File: src/rtl/ethernet_pkg.sv
// Shared types, constants and helpers for the RMII receive MAC path.
package ethernet_pkg;

  typedef enum logic [2:0] {
    IDLE     = 3'd0,
    PREAMBLE = 3'd1,
    HEADER   = 3'd2,
    PAYLOAD  = 3'd3,
    DROP     = 3'd4
  } eth_rx_state_t;

  typedef struct packed {
    logic crc;
    logic runt;
    logic oversize;
    logic align;
    logic phy_err;
  } eth_rx_error_t;

  localparam logic [1:0]  ETH_PREAMBLE_DIBIT = 2'b01;
  localparam logic [1:0]  ETH_SFD_DIBIT      = 2'b11;
  localparam logic [31:0] ETH_CRC_POLY       = 32'hEDB8_8320;
  localparam logic [31:0] ETH_CRC_INIT       = 32'hFFFF_FFFF;
  localparam logic [31:0] ETH_CRC_RESIDUE    = 32'hDEBB_20E3;
  localparam logic [47:0] ETH_BROADCAST      = 48'hFFFF_FFFF_FFFF;

  // Reflected CRC-32 advanced by one byte, data consumed LSB-first.
  function automatic logic [31:0] crc32_byte_step(input logic [31:0] crc, input logic [7:0] data);
    logic [31:0] c;
    c = crc ^ {24'h00_0000, data};
    for (int i = 0; i < 8; i++) begin
      if (c[0]) c = (c >> 1) ^ ETH_CRC_POLY;
      else      c = c >> 1;
    end
    return c;
  endfunction

  function automatic logic [10:0] sat_inc11(input logic [10:0] v);
    if (v == 11'h7FF) return v;
    else              return v + 11'd1;
  endfunction

endpackage

File: src/rtl/eth_crc32_byte.sv
// One-byte-per-cycle CRC-32 accumulator; only built when ETH_RX_CRC_CHECK_EN is defined.
`ifdef ETH_RX_CRC_CHECK_EN
module eth_crc32_byte
  import ethernet_pkg::*;
(
  input  logic        clk_i,
  input  logic        rst_n_i,
  input  logic        init_i,
  input  logic        en_i,
  input  logic [7:0]  data_i,
  output logic [31:0] crc_o
);

  logic [31:0] crc_d;
  logic [31:0] crc_q;

  // Next CRC value: restart, advance by one byte, or hold.
  always_comb begin
    crc_d = crc_q;
    if (init_i)    crc_d = ETH_CRC_INIT;
    else if (en_i) crc_d = crc32_byte_step(crc_q, data_i);
    else           crc_d = crc_q;
  end

  // CRC state register.
  always_ff @(posedge clk_i) begin
    if (!rst_n_i) crc_q <= ETH_CRC_INIT;
    else          crc_q <= crc_d;
  end

  assign crc_o = crc_q;

endmodule
`endif

File: src/rtl/ethernet_rmii_rx.sv
// RMII 100 Mb/s receive MAC: preamble/SFD strip, address filter, FCS-stripping payload stream.
// Optional CRC-32 check with ETH_RX_CRC_CHECK_EN.
module ethernet_rmii_rx
  import ethernet_pkg::*;
#(
  parameter int unsigned MAX_PAYLOAD = 1500,
  parameter int unsigned MIN_FRAME   = 64
) (
  input  logic        clk_i,
  input  logic        rst_n_i,
  input  logic [1:0]  rmii_rxd_i,
  input  logic        rmii_crsdv_i,
  input  logic        rmii_rxer_i,
  input  logic [47:0] mac_address_i,
  input  logic        promiscuous_i,
  output logic [7:0]  rx_data_o,
  output logic        rx_valid_o,
  output logic        frame_done_o,
  output logic [10:0] frame_length_o,
  output logic [47:0] src_mac_o,
  output logic [15:0] eth_type_o,
  output logic [4:0]  error_o
);

  localparam logic [10:0] OVERSIZE_LIMIT = 11'(MAX_PAYLOAD + 4);
  localparam logic [10:0] MIN_FRAME_L    = 11'(MIN_FRAME);

  eth_rx_state_t state_d, state_q;
  logic [1:0]    dibit_cnt_d, dibit_cnt_q;
  logic [5:0]    shift_d, shift_q;
  logic [3:0]    hdr_cnt_d, hdr_cnt_q;
  logic [10:0]   byte_cnt_d, byte_cnt_q;
  logic [10:0]   pay_cnt_d, pay_cnt_q;
  logic [10:0]   stream_cnt_d, stream_cnt_q;
  logic [31:0]   dl_d, dl_q;
  logic [2:0]    dl_cnt_d, dl_cnt_q;
  logic [39:0]   dst_d, dst_q;
  logic [47:0]   src_cap_d, src_cap_q;
  logic [15:0]   type_cap_d, type_cap_q;
  logic          phy_err_d, phy_err_q;
  logic          seen_low_d, seen_low_q;
  logic [7:0]    rx_data_d, rx_data_q;
  logic          rx_valid_d, rx_valid_q;
  logic          frame_done_d, frame_done_q;
  logic [10:0]   length_d, length_q;
  logic [47:0]   src_d, src_q;
  logic [15:0]   type_d, type_q;
  eth_rx_error_t error_d, error_q;

  logic          byte_done;
  logic [7:0]    cur_byte;
  logic [10:0]   pay_cnt_next;
  logic          crc_init;
  logic          crc_en;
  logic          crc_bad;

  assign byte_done = (dibit_cnt_q == 2'd3);
  assign cur_byte  = {rmii_rxd_i, shift_q};

`ifdef ETH_RX_CRC_CHECK_EN
  logic [31:0] crc_s;

  eth_crc32_byte u_crc (
    .clk_i   (clk_i),
    .rst_n_i (rst_n_i),
    .init_i  (crc_init),
    .en_i    (crc_en),
    .data_i  (cur_byte),
    .crc_o   (crc_s)
  );

  assign crc_bad = (crc_s != ETH_CRC_RESIDUE);
`else
  logic unused_crc;
  assign unused_crc = crc_init ^ crc_en;
  assign crc_bad    = 1'b0;
`endif

  // Receive FSM, byte assembly, delay line and frame status.
  always_comb begin
    state_d      = state_q;
    dibit_cnt_d  = dibit_cnt_q;
    shift_d      = shift_q;
    hdr_cnt_d    = hdr_cnt_q;
    byte_cnt_d   = byte_cnt_q;
    pay_cnt_d    = pay_cnt_q;
    stream_cnt_d = stream_cnt_q;
    dl_d         = dl_q;
    dl_cnt_d     = dl_cnt_q;
    dst_d        = dst_q;
    src_cap_d    = src_cap_q;
    type_cap_d   = type_cap_q;
    phy_err_d    = phy_err_q;
    seen_low_d   = seen_low_q;
    rx_data_d    = rx_data_q;
    rx_valid_d   = 1'b0;
    frame_done_d = 1'b0;
    length_d     = length_q;
    src_d        = src_q;
    type_d       = type_q;
    error_d      = error_q;
    pay_cnt_next = sat_inc11(pay_cnt_q);
    crc_init     = 1'b0;
    crc_en       = 1'b0;

    case (state_q)
      IDLE: begin
        if (rmii_crsdv_i && seen_low_q && (rmii_rxd_i == ETH_PREAMBLE_DIBIT)) begin
          state_d    = PREAMBLE;
          seen_low_d = 1'b0;
        end else begin
          state_d = IDLE;
        end
      end
      PREAMBLE: begin
        crc_init = 1'b1;
        if (!rmii_crsdv_i) begin
          state_d = IDLE;
        end else if (rmii_rxd_i == ETH_PREAMBLE_DIBIT) begin
          state_d = PREAMBLE;
        end else if (rmii_rxd_i == ETH_SFD_DIBIT) begin
          state_d      = HEADER;
          dibit_cnt_d  = 2'd0;
          hdr_cnt_d    = 4'd0;
          byte_cnt_d   = 11'd0;
          pay_cnt_d    = 11'd0;
          stream_cnt_d = 11'd0;
          dl_cnt_d     = 3'd0;
          phy_err_d    = 1'b0;
        end else begin
          state_d = IDLE;
        end
      end
      HEADER, PAYLOAD: begin
        if (!rmii_crsdv_i) begin
          state_d          = IDLE;
          frame_done_d     = 1'b1;
          length_d         = stream_cnt_q;
          src_d            = src_cap_q;
          type_d           = type_cap_q;
          error_d.crc      = crc_bad;
          error_d.runt     = (byte_cnt_q < MIN_FRAME_L);
          error_d.oversize = 1'b0;
          error_d.align    = (dibit_cnt_q != 2'd0);
          error_d.phy_err  = phy_err_q | rmii_rxer_i;
        end else begin
          dibit_cnt_d = dibit_cnt_q + 2'd1;
          shift_d     = {rmii_rxd_i, shift_q[5:2]};
          if (rmii_rxer_i) phy_err_d = 1'b1;
          else             phy_err_d = phy_err_q;
          if (byte_done) begin
            crc_en     = 1'b1;
            byte_cnt_d = sat_inc11(byte_cnt_q);
            if (state_q == HEADER) begin
              hdr_cnt_d = hdr_cnt_q + 4'd1;
              if (hdr_cnt_q < 4'd6) begin
                dst_d = {dst_q[31:0], cur_byte};
                // Filter decision once the full destination address is in.
                if ((hdr_cnt_q == 4'd5) && ({dst_q, cur_byte} != mac_address_i) &&
                    ({dst_q, cur_byte} != ETH_BROADCAST) && !promiscuous_i) begin
                  state_d = DROP;
                end else begin
                  state_d = HEADER;
                end
              end else if (hdr_cnt_q < 4'd12) begin
                src_cap_d = {src_cap_q[39:0], cur_byte};
              end else begin
                type_cap_d = {type_cap_q[7:0], cur_byte};
                if (hdr_cnt_q == 4'd13) state_d = PAYLOAD;
                else                    state_d = HEADER;
              end
            end else begin
              pay_cnt_d = pay_cnt_next;
              if (pay_cnt_next > OVERSIZE_LIMIT) begin
                state_d          = DROP;
                frame_done_d     = 1'b1;
                length_d         = stream_cnt_q;
                src_d            = src_cap_q;
                type_d           = type_cap_q;
                error_d.crc      = 1'b0;
                error_d.runt     = 1'b0;
                error_d.oversize = 1'b1;
                error_d.align    = 1'b0;
                error_d.phy_err  = phy_err_q | rmii_rxer_i;
              end else begin
                // The four youngest bytes may be FCS, so only older ones are released.
                dl_d = {dl_q[23:0], cur_byte};
                if (dl_cnt_q == 3'd4) begin
                  rx_valid_d   = 1'b1;
                  rx_data_d    = dl_q[31:24];
                  stream_cnt_d = sat_inc11(stream_cnt_q);
                end else begin
                  dl_cnt_d = dl_cnt_q + 3'd1;
                end
              end
            end
          end else begin
            crc_en = 1'b0;
          end
        end
      end
      DROP: begin
        if (!rmii_crsdv_i) state_d = IDLE;
        else               state_d = DROP;
      end
      default: begin
        state_d = IDLE;
      end
    endcase

    if (!rmii_crsdv_i) seen_low_d = 1'b1;
    else               seen_low_d = seen_low_d;
  end

  // State and output registers with synchronous active-low reset.
  always_ff @(posedge clk_i) begin
    if (!rst_n_i) begin
      state_q      <= IDLE;
      dibit_cnt_q  <= 2'd0;
      shift_q      <= 6'd0;
      hdr_cnt_q    <= 4'd0;
      byte_cnt_q   <= 11'd0;
      pay_cnt_q    <= 11'd0;
      stream_cnt_q <= 11'd0;
      dl_q         <= 32'd0;
      dl_cnt_q     <= 3'd0;
      dst_q        <= 40'd0;
      src_cap_q    <= 48'd0;
      type_cap_q   <= 16'd0;
      phy_err_q    <= 1'b0;
      seen_low_q   <= 1'b0;
      rx_data_q    <= 8'd0;
      rx_valid_q   <= 1'b0;
      frame_done_q <= 1'b0;
      length_q     <= 11'd0;
      src_q        <= 48'd0;
      type_q       <= 16'd0;
      error_q      <= 5'd0;
    end else begin
      state_q      <= state_d;
      dibit_cnt_q  <= dibit_cnt_d;
      shift_q      <= shift_d;
      hdr_cnt_q    <= hdr_cnt_d;
      byte_cnt_q   <= byte_cnt_d;
      pay_cnt_q    <= pay_cnt_d;
      stream_cnt_q <= stream_cnt_d;
      dl_q         <= dl_d;
      dl_cnt_q     <= dl_cnt_d;
      dst_q        <= dst_d;
      src_cap_q    <= src_cap_d;
      type_cap_q   <= type_cap_d;
      phy_err_q    <= phy_err_d;
      seen_low_q   <= seen_low_d;
      rx_data_q    <= rx_data_d;
      rx_valid_q   <= rx_valid_d;
      frame_done_q <= frame_done_d;
      length_q     <= length_d;
      src_q        <= src_d;
      type_q       <= type_d;
      error_q      <= error_d;
    end
  end

  assign rx_data_o      = rx_data_q;
  assign rx_valid_o     = rx_valid_q;
  assign frame_done_o   = frame_done_q;
  assign frame_length_o = length_q;
  assign src_mac_o      = src_q;
  assign eth_type_o     = type_q;
  assign error_o        = error_q;

endmodule

File: config.mk
export PLATFORM = sky130hd
export DESIGN_NAME = ethernet_rmii_rx
export DESIGN_NICKNAME = d
export VERILOG_FILES = /design/src/rtl/ethernet_pkg.sv /design/src/rtl/eth_crc32_byte.sv /design/src/rtl/ethernet_rmii_rx.sv
export SDC_FILE = /design/constraint.sdc
export NUM_CORES = 1
export LEC_CHECK = 0
export CAP_MARGIN = 20
export CORE_ASPECT_RATIO = 0.6
export CORE_MARGIN = 4
export CORE_UTILIZATION = 40
export CTS_CLUSTER_SIZE = 20
export DETAILED_ROUTE_END_ITERATION = 8
export DONT_BUFFER_PORTS = 1
export PLACE_DENSITY = 0.59
export SYNTH_ARGS = -nofsm -noshare
export SYNTH_HDL_FRONTEND = slang
export SYNTH_SLANG_ARGS = --single-unit
File: constraint.sdc
create_clock -name clk_i -period 6 [get_ports clk_i]
set_input_delay 0.3 -clock clk_i [delete_from_list [all_inputs] [get_ports clk_i]]
set_output_delay 0.3 -clock clk_i [all_outputs]
set_load 0.05 [all_outputs]
==> metrics.yaml, run 1 <==
run_status:
  status: "finished clean"
power_and_ir_drop:
  ir_worst_vdd_mv: 0.156
  p_per_area_nw_per_um2: 287
  leakagePower_uw: 0.00392
setup_path:
  worstPathArrival_ps: 4210
  path_buf_inv: 1
  crit_family: "compound AO/OA/AOI/OAI gates"
  critPathRequiredTime_ps: 6370
  r2r_start: "pay_cnt_q[0]"
  slowest_stage: "o41ai_4"
  crit_chain: "ha_1 -> and4_1 -> nand4_4 -> o2111a_1 -> o41ai_4 -> a41oi_4 -> buf_4 -> nand3_1 -> o21ai_0"
  worstPathMaxFanout: 112
  startpoint: "pay_cnt_q[0]"
  cpPeakStageDelay_ps: 830
  end_kind: "flop"
  startpoint_type: "flop"
  crit_type: "reg2reg"
grt:
  grt_usage_pct: 18.6
  grt_pass1_wl_um: 48100
  grt_start_max_net_pins: 171
  overflow: 0
  grt_pass1_vias: 8386
  antenna_found_initial: 1
place:
  dp_hpwl_um: 19800
  port_buffers: 0
  gp_congestion: 0.874
  place_area_sq_um: 11500
  place_inst: 1669
timing:
  fin_skew_ps: 8.24
  fmax_mhz: 261
  slew_headroom_pct: 24.7
  setup_viol: 0
  rsz0062_at_grt: "false"
  post-route-period-util_pct: 63.9
  slew_viol_final: 0
  period_minus_slack_ps: 3830
  worst_slew_pin_slew_ps: 1130
  hold_ws_ps: 39.3
  hold_viol_final: 0
  tns_ps: 0
floorplan:
  fp-row-count: 47
  coreArea_sq_um: 27800
  boundaryPins: 145
  die_width_um: 226
  die_h_um: 139
  start_util_pct: 41.0
  die_area_sq_um: 31400
finish:
  fin_nets: 1400
  antennaDiodeCount: 0
  final_area_sq_um: 12400
  drive_gt1_share_pct: 4.59
  syn2layout_area_growth_pct: 8.81
  fin_util_pct: 44.7
  layoutNonFillerInstCount: 1719
clocking:
  hold_buffers: 6
  cts_resized: 0
  clk_latency_ps: 530
  clock-sinks: 278
  cts_buffer_depth: 3
  cts-root-buf: "clkbuf_16"
  cts_tree: "done"
  numCtsBuffers: 26
  post_cts_buffers: 0
  path_clk_slew_ps: 70
  htreeDepth: 1
synthesis:
  syn_area_per_cell_sq_um: 8.14
  ys_seq_area_share_pct: 48.8
  synth-main-ff-cell: "dfxtp_1"
  synth_nets: 1466
  ys_async_sr_fraction_pct: 0
  synth_area_leader_cell: "dfxtp_1"
  ys_top_cells_by_area: "dfxtp_1 49%, nand2_1 11%, a21oi_1 5.8%"
  synth.distinct_cells: 62
  ys_seq_elements: 278
  yosysWarnings: 0
  synth_edf_count: 0
  netlist_area_sq_um: 11400
  synth.top_cell.area_share_pct: 48.8
  syn_inst: 1402
drt:
  via_count: 9263
  wl_um: 30200
  detail_route.vias_per_cell: 5.39
  wl_per_cell_um: 17.6
  drcViolationCount: 0
  postRouteAntennaNets: 0
  drtPass1Iterations: 5
  drtIter0Drc: 893
min_path:
  min_path_type: "in2reg"
  hold_path_startpoint: "rmii_crsdv_i"
run:
  maxCapViolCount: 0
==> metal layers <==
metal / global-route usage [%] / vias up / share of wire [%]
met5: 0 / - / 0
met4: 2.66 / 0 / 1.1
met3: 6.26 / 31 / 8.5
met2: 25.6 / 249 / 41
met1: 28.6 / 4336 / 50
li1: - / 4647 / -
==> synth_stat cells (3+ instances only) <==
cell	instances
a41oi_1	5
nand2_1	333
inv_1	10
o31ai_1	3
ha_1	9
nor2_1	81
dfxtp_1	278
o21bai_1	3
buf_1	14
nand2b_1	3
a211o_1	4
nand3_1	106
mux2i_1	33
buf_2	10
a211oi_1	3
o211ai_1	3
or4_1	6
and2_1	4
a31oi_1	6
o21ai_1	21
xnor2_1	37
nand4_1	29
and4_1	5
a21oi_1	132
buf_6	6
buf_4	6
or3_1	8
xor2_1	23
nor4_1	11
clkbuf_1	75
o21ai_0	78
and3_1	9
nor3_1	12
==> cells by family (layout without fill, tap and decap cells) <==
logic type	Yosys count	count (layout)	synth area share, %
other	1	1	0.0329
AO/OA/AOI/OAI	280	280	14.0
AND/OR/NAND/NOR	618	618	23.9
adder cells (fa/ha/maj)	9	9	0.987
XOR/XNOR	60	60	4.60
buffers and inverters	122	72	4.71
multiplexers	34	34	2.99
flip-flops	278	278	48.8
==> layout by cell type (no fill, tap or decap), types with 8 or more instances in the layout <==
cell	Yosys	layout
nor3_1	12	12
and3_1	9	9
dfxtp_1	278	278
a21oi_1	132	132
buf_4	6	10
o21ai_0	78	78
xor2_1	23	23
ha_1	9	9
nand4_1	29	29
clkbuf_16	0	27
xnor2_1	37	37
or3_1	8	8
nand3_1	106	106
inv_1	10	10
mux2i_1	33	33
o21ai_1	21	21
nor2_1	81	81
nand2_1	333	333
nor4_1	11	11
==> through the flow <==
stage | setup slack [ps] | power, uW
after CTS | 2230 | 3610
after detailed placement | 2240 | 1930
after global routing | 1890 | 3690
final | 2170 | 3560
after global placement | 1920 | 1930
after floorplan | 3350 | 1940
==> sequential cells by signal (all words and copies together), names as in the netlist, 16 cells and up <==
register    flops
dl_q           32
type_cap_q     16
dst_q          40
src_mac_o      48
src_cap_q      48
eth_type_o     16
==> power by group <==
group          total (uW)  internal [uW]  switching (uW)
Sequential           1850           1850           0.925
Combinational        71.0           18.4            52.5
Clock                1640            948             696
Total                3560           2810             749
==> cell type report <==
cell class / instances / area [sq um]
inverters: 11 / 43.8
repair buffers: 17 / 173
well taps: 367 / 459
clock inverters: 4 / 45.0
multi-input cells: 1002 / 5340
flip-flops and latches: 278 / 5570
fillers: 2832 / 15400
clock buffers: 40 / 795
==> worst paths after layout <==
check              endpoint  slack, ps  depth (start not counted)
max reg2reg    src_mac_o[5]       2170                          9
min              error_o[2]         40                          2
max            src_mac_o[5]       2170                          9
min reg2reg  eth_type_o[12]        450                          2
(Power assumes the default switching activity.)
==> run 2, diff against run 1 <==
--- a/config.mk
+++ b/config.mk
@@ -12,7 +12,7 @@
 export CTS_CLUSTER_SIZE = 20
 export DETAILED_ROUTE_END_ITERATION = 8
 export DONT_BUFFER_PORTS = 1
-export PLACE_DENSITY = 0.59
+export PLACE_DENSITY = 0.61
 export SYNTH_ARGS = -nofsm -noshare
 export SYNTH_HDL_FRONTEND = slang
 export SYNTH_SLANG_ARGS = --single-unit
==> constraint.sdc (replaced) <==
create_clock -name clk_i -period 3.17 [get_ports clk_i]
set_input_delay 0.1585 -clock clk_i [delete_from_list [all_inputs] [get_ports clk_i]]
set_output_delay 0.1585 -clock clk_i [all_outputs]
set_load 0.05 [all_outputs]
==> run 2 against run 1 <==
Sequential share of layout area fell by 0.45 points. Sequential power rose by 89%. Global-route usage fell by 0.62 points. Die area did not move. Critical path type unchanged. Highest routed layer unchanged.
==> metrics.yaml, run 2 (same netlist as run 1, synthesis figures left out) <==
run_status:
  status: "finished clean"
floorplan:
  die_h_um: 139
  die_area_sq_um: 31400
  boundaryPins: 145
  start_util_pct: 41.0
  fp-row-count: 47
  coreArea_sq_um: 27800
  die_width_um: 226
timing:
  tns_ps: 0
  slew_headroom_pct: 40.5
  hold_viol_final: 0
  period_minus_slack_ps: 2980
  slew_viol_final: 0
  setup_viol: 0
  rsz0062_at_grt: "false"
  post-route-period-util_pct: 93.9
  fin_skew_ps: 16.5
  fmax_mhz: 336
  finalWorstSetupSlack_ps: 192
  worst_slew_pin_slew_ps: 890
power_and_ir_drop:
  ir_worst_vdd_mv: 0.397
  power_frac_seq_pct: 51.2
  pwr-share-comb_pct: 2.0
  internal_power_uw: 5360
  p_sw_share_pct: 21.3
  p_sw_uw: 1460
  finalPower_uw: 6820
  clkPwrFrac_pct: 46.8
  leakagePower_uw: 0.00395
  p_per_area_nw_per_um2: 543
drt:
  drcViolationCount: 0
  drtIter0Drc: 862
  via_count: 9220
  wl_um: 29500
  postRouteAntennaNets: 0
  wl_per_cell_um: 17.1
  detail_route.vias_per_cell: 5.33
  drtPass1Iterations: 5
finish:
  final_cell_mix: "333 x nand2_1, 278 x dfxtp_1, 132 x a21oi_1"
  antennaDiodeCount: 0
  seqCellArea_sq_um: 5570
  multi_input_area_sq_um: 5360
  fillers: 2810
  layout_commonest_cell: "nand2_1"
  final_area_sq_um: 12500
  drive_gt1_share_pct: 5.80
  fin_nets: 1409
  syn2layout_area_growth_pct: 9.91
  fin_util_pct: 45.1
place:
  port_buffers: 0
  place_area_sq_um: 11600
  dp_hpwl_um: 19600
  dpl_worst_slack_ps: 128
  gp_congestion: 0.861
clocking:
  numCtsBuffers: 26
  clock-sinks: 278
  cts_tree: "done"
  cts-root-buf: "clkbuf_16"
  path_clk_slew_ps: 60
  htreeDepth: 1
  cts_buffer_depth: 3
  clk_latency_ps: 540
grt:
  grt_usage_pct: 18.0
  overflow: 0
  grt_pass1_vias: 8394
  grt_pass1_wl_um: 46600
  grt_start_max_net_pins: 173
  antenna_found_initial: 0
setup_path:
  end_kind: "flop"
  crit_chain: "and4_1 -> and3_1 -> a311o_2 -> o41ai_4 -> buf_4 -> or3_4 -> or4_1 -> a31oi_1"
  slowest_stage: "and4_1"
  path_buf_inv: 1
  cpPeakStageDelay_ps: 520
  r2r_start: "pay_cnt_q[3]"
  crit_family: "simple AND/OR/NAND/NOR gates"
  crit_type: "reg2reg"
  worstPathMaxFanout: 12
  critPathRequiredTime_ps: 3620
  startpoint: "pay_cnt_q[3]"
  startpoint_type: "flop"
  worstPathArrival_ps: 3430
run:
  maxCapViolCount: 0
min_path:
  min_path_type: "in2reg"
  hold_path_startpoint: "rmii_crsdv_i"
## run 2: changes by cell type in the layout (fill, tap and decap cells not counted), sizes merged
cell,change
clkinv,+3
clkinvlp,+2
buf,+9
bufinv,+1
clkbuf,-5
## run 2: final timing paths
path	end	slack, ps	depth (start not counted)
setup reg to reg	stream_cnt_q[7]	190	8
hold reg to reg	eth_type_o[11]	460	2
hold / removal	dibit_cnt_q[0]	30	2
setup / recovery	stream_cnt_q[7]	190	8
## run 2: what timing repair did
action | CTS | global route
buffers inserted | 0 | 0
hold buffers | 6 | 0
setup endpoints to repair | 0 | 87
gates resized for setup | 0 | 4
endpoints found under the hold margin | 105 | 0
## run 2: final cells by class
class	instances	share of cell area [%]
flip-flops and latches	278	44.4
clock buffers	35	6.02
multi-input cells	1002	42.7
well taps	367	3.66
inverters	11	0.349
repair buffers	26	2.01
clock inverters	10	0.898
## run 2: power by group through the flow
stage	Clock, uW	Sequential, uW	Combinational (uW)
2_1_floorplan	0	3570	105
3_3_place_gp	0	3570	88.5
3_5_place_dp	0	3570	89.9
4_1_cts	3280	3490	136
5_1_grt	3430	3490	148
6_report	3190	3490	136
## run 2: layer usage
metal / up-vias / share of wire [%] / GRT usage (%)
li1: 4655 / - / -
met1: 4277 / 49 / 27.0
met2: 255 / 40 / 25.3
met3: 33 / 9.4 / 5.99
met4: 0 / 1.6 / 3.23
met5: - / 0 / 0
## run 2: worst register-to-register path, cell delays in order, from the launching register on
cell,delay (ps)
dfxtp_1,510
and4_1,520
and3_1,270
a311o_2,210
o41ai_4,110
buf_4,220
or3_4,420
or4_1,460
a31oi_1,170
## run 2: per-stage QoR
stage               hold WS [ps]  std cells
floorplan                    296       1402
global placement             258       1678
detailed placement           261       1678
CTS                         16.3       1729
global route                68.8       1729
finish                      32.3       1729
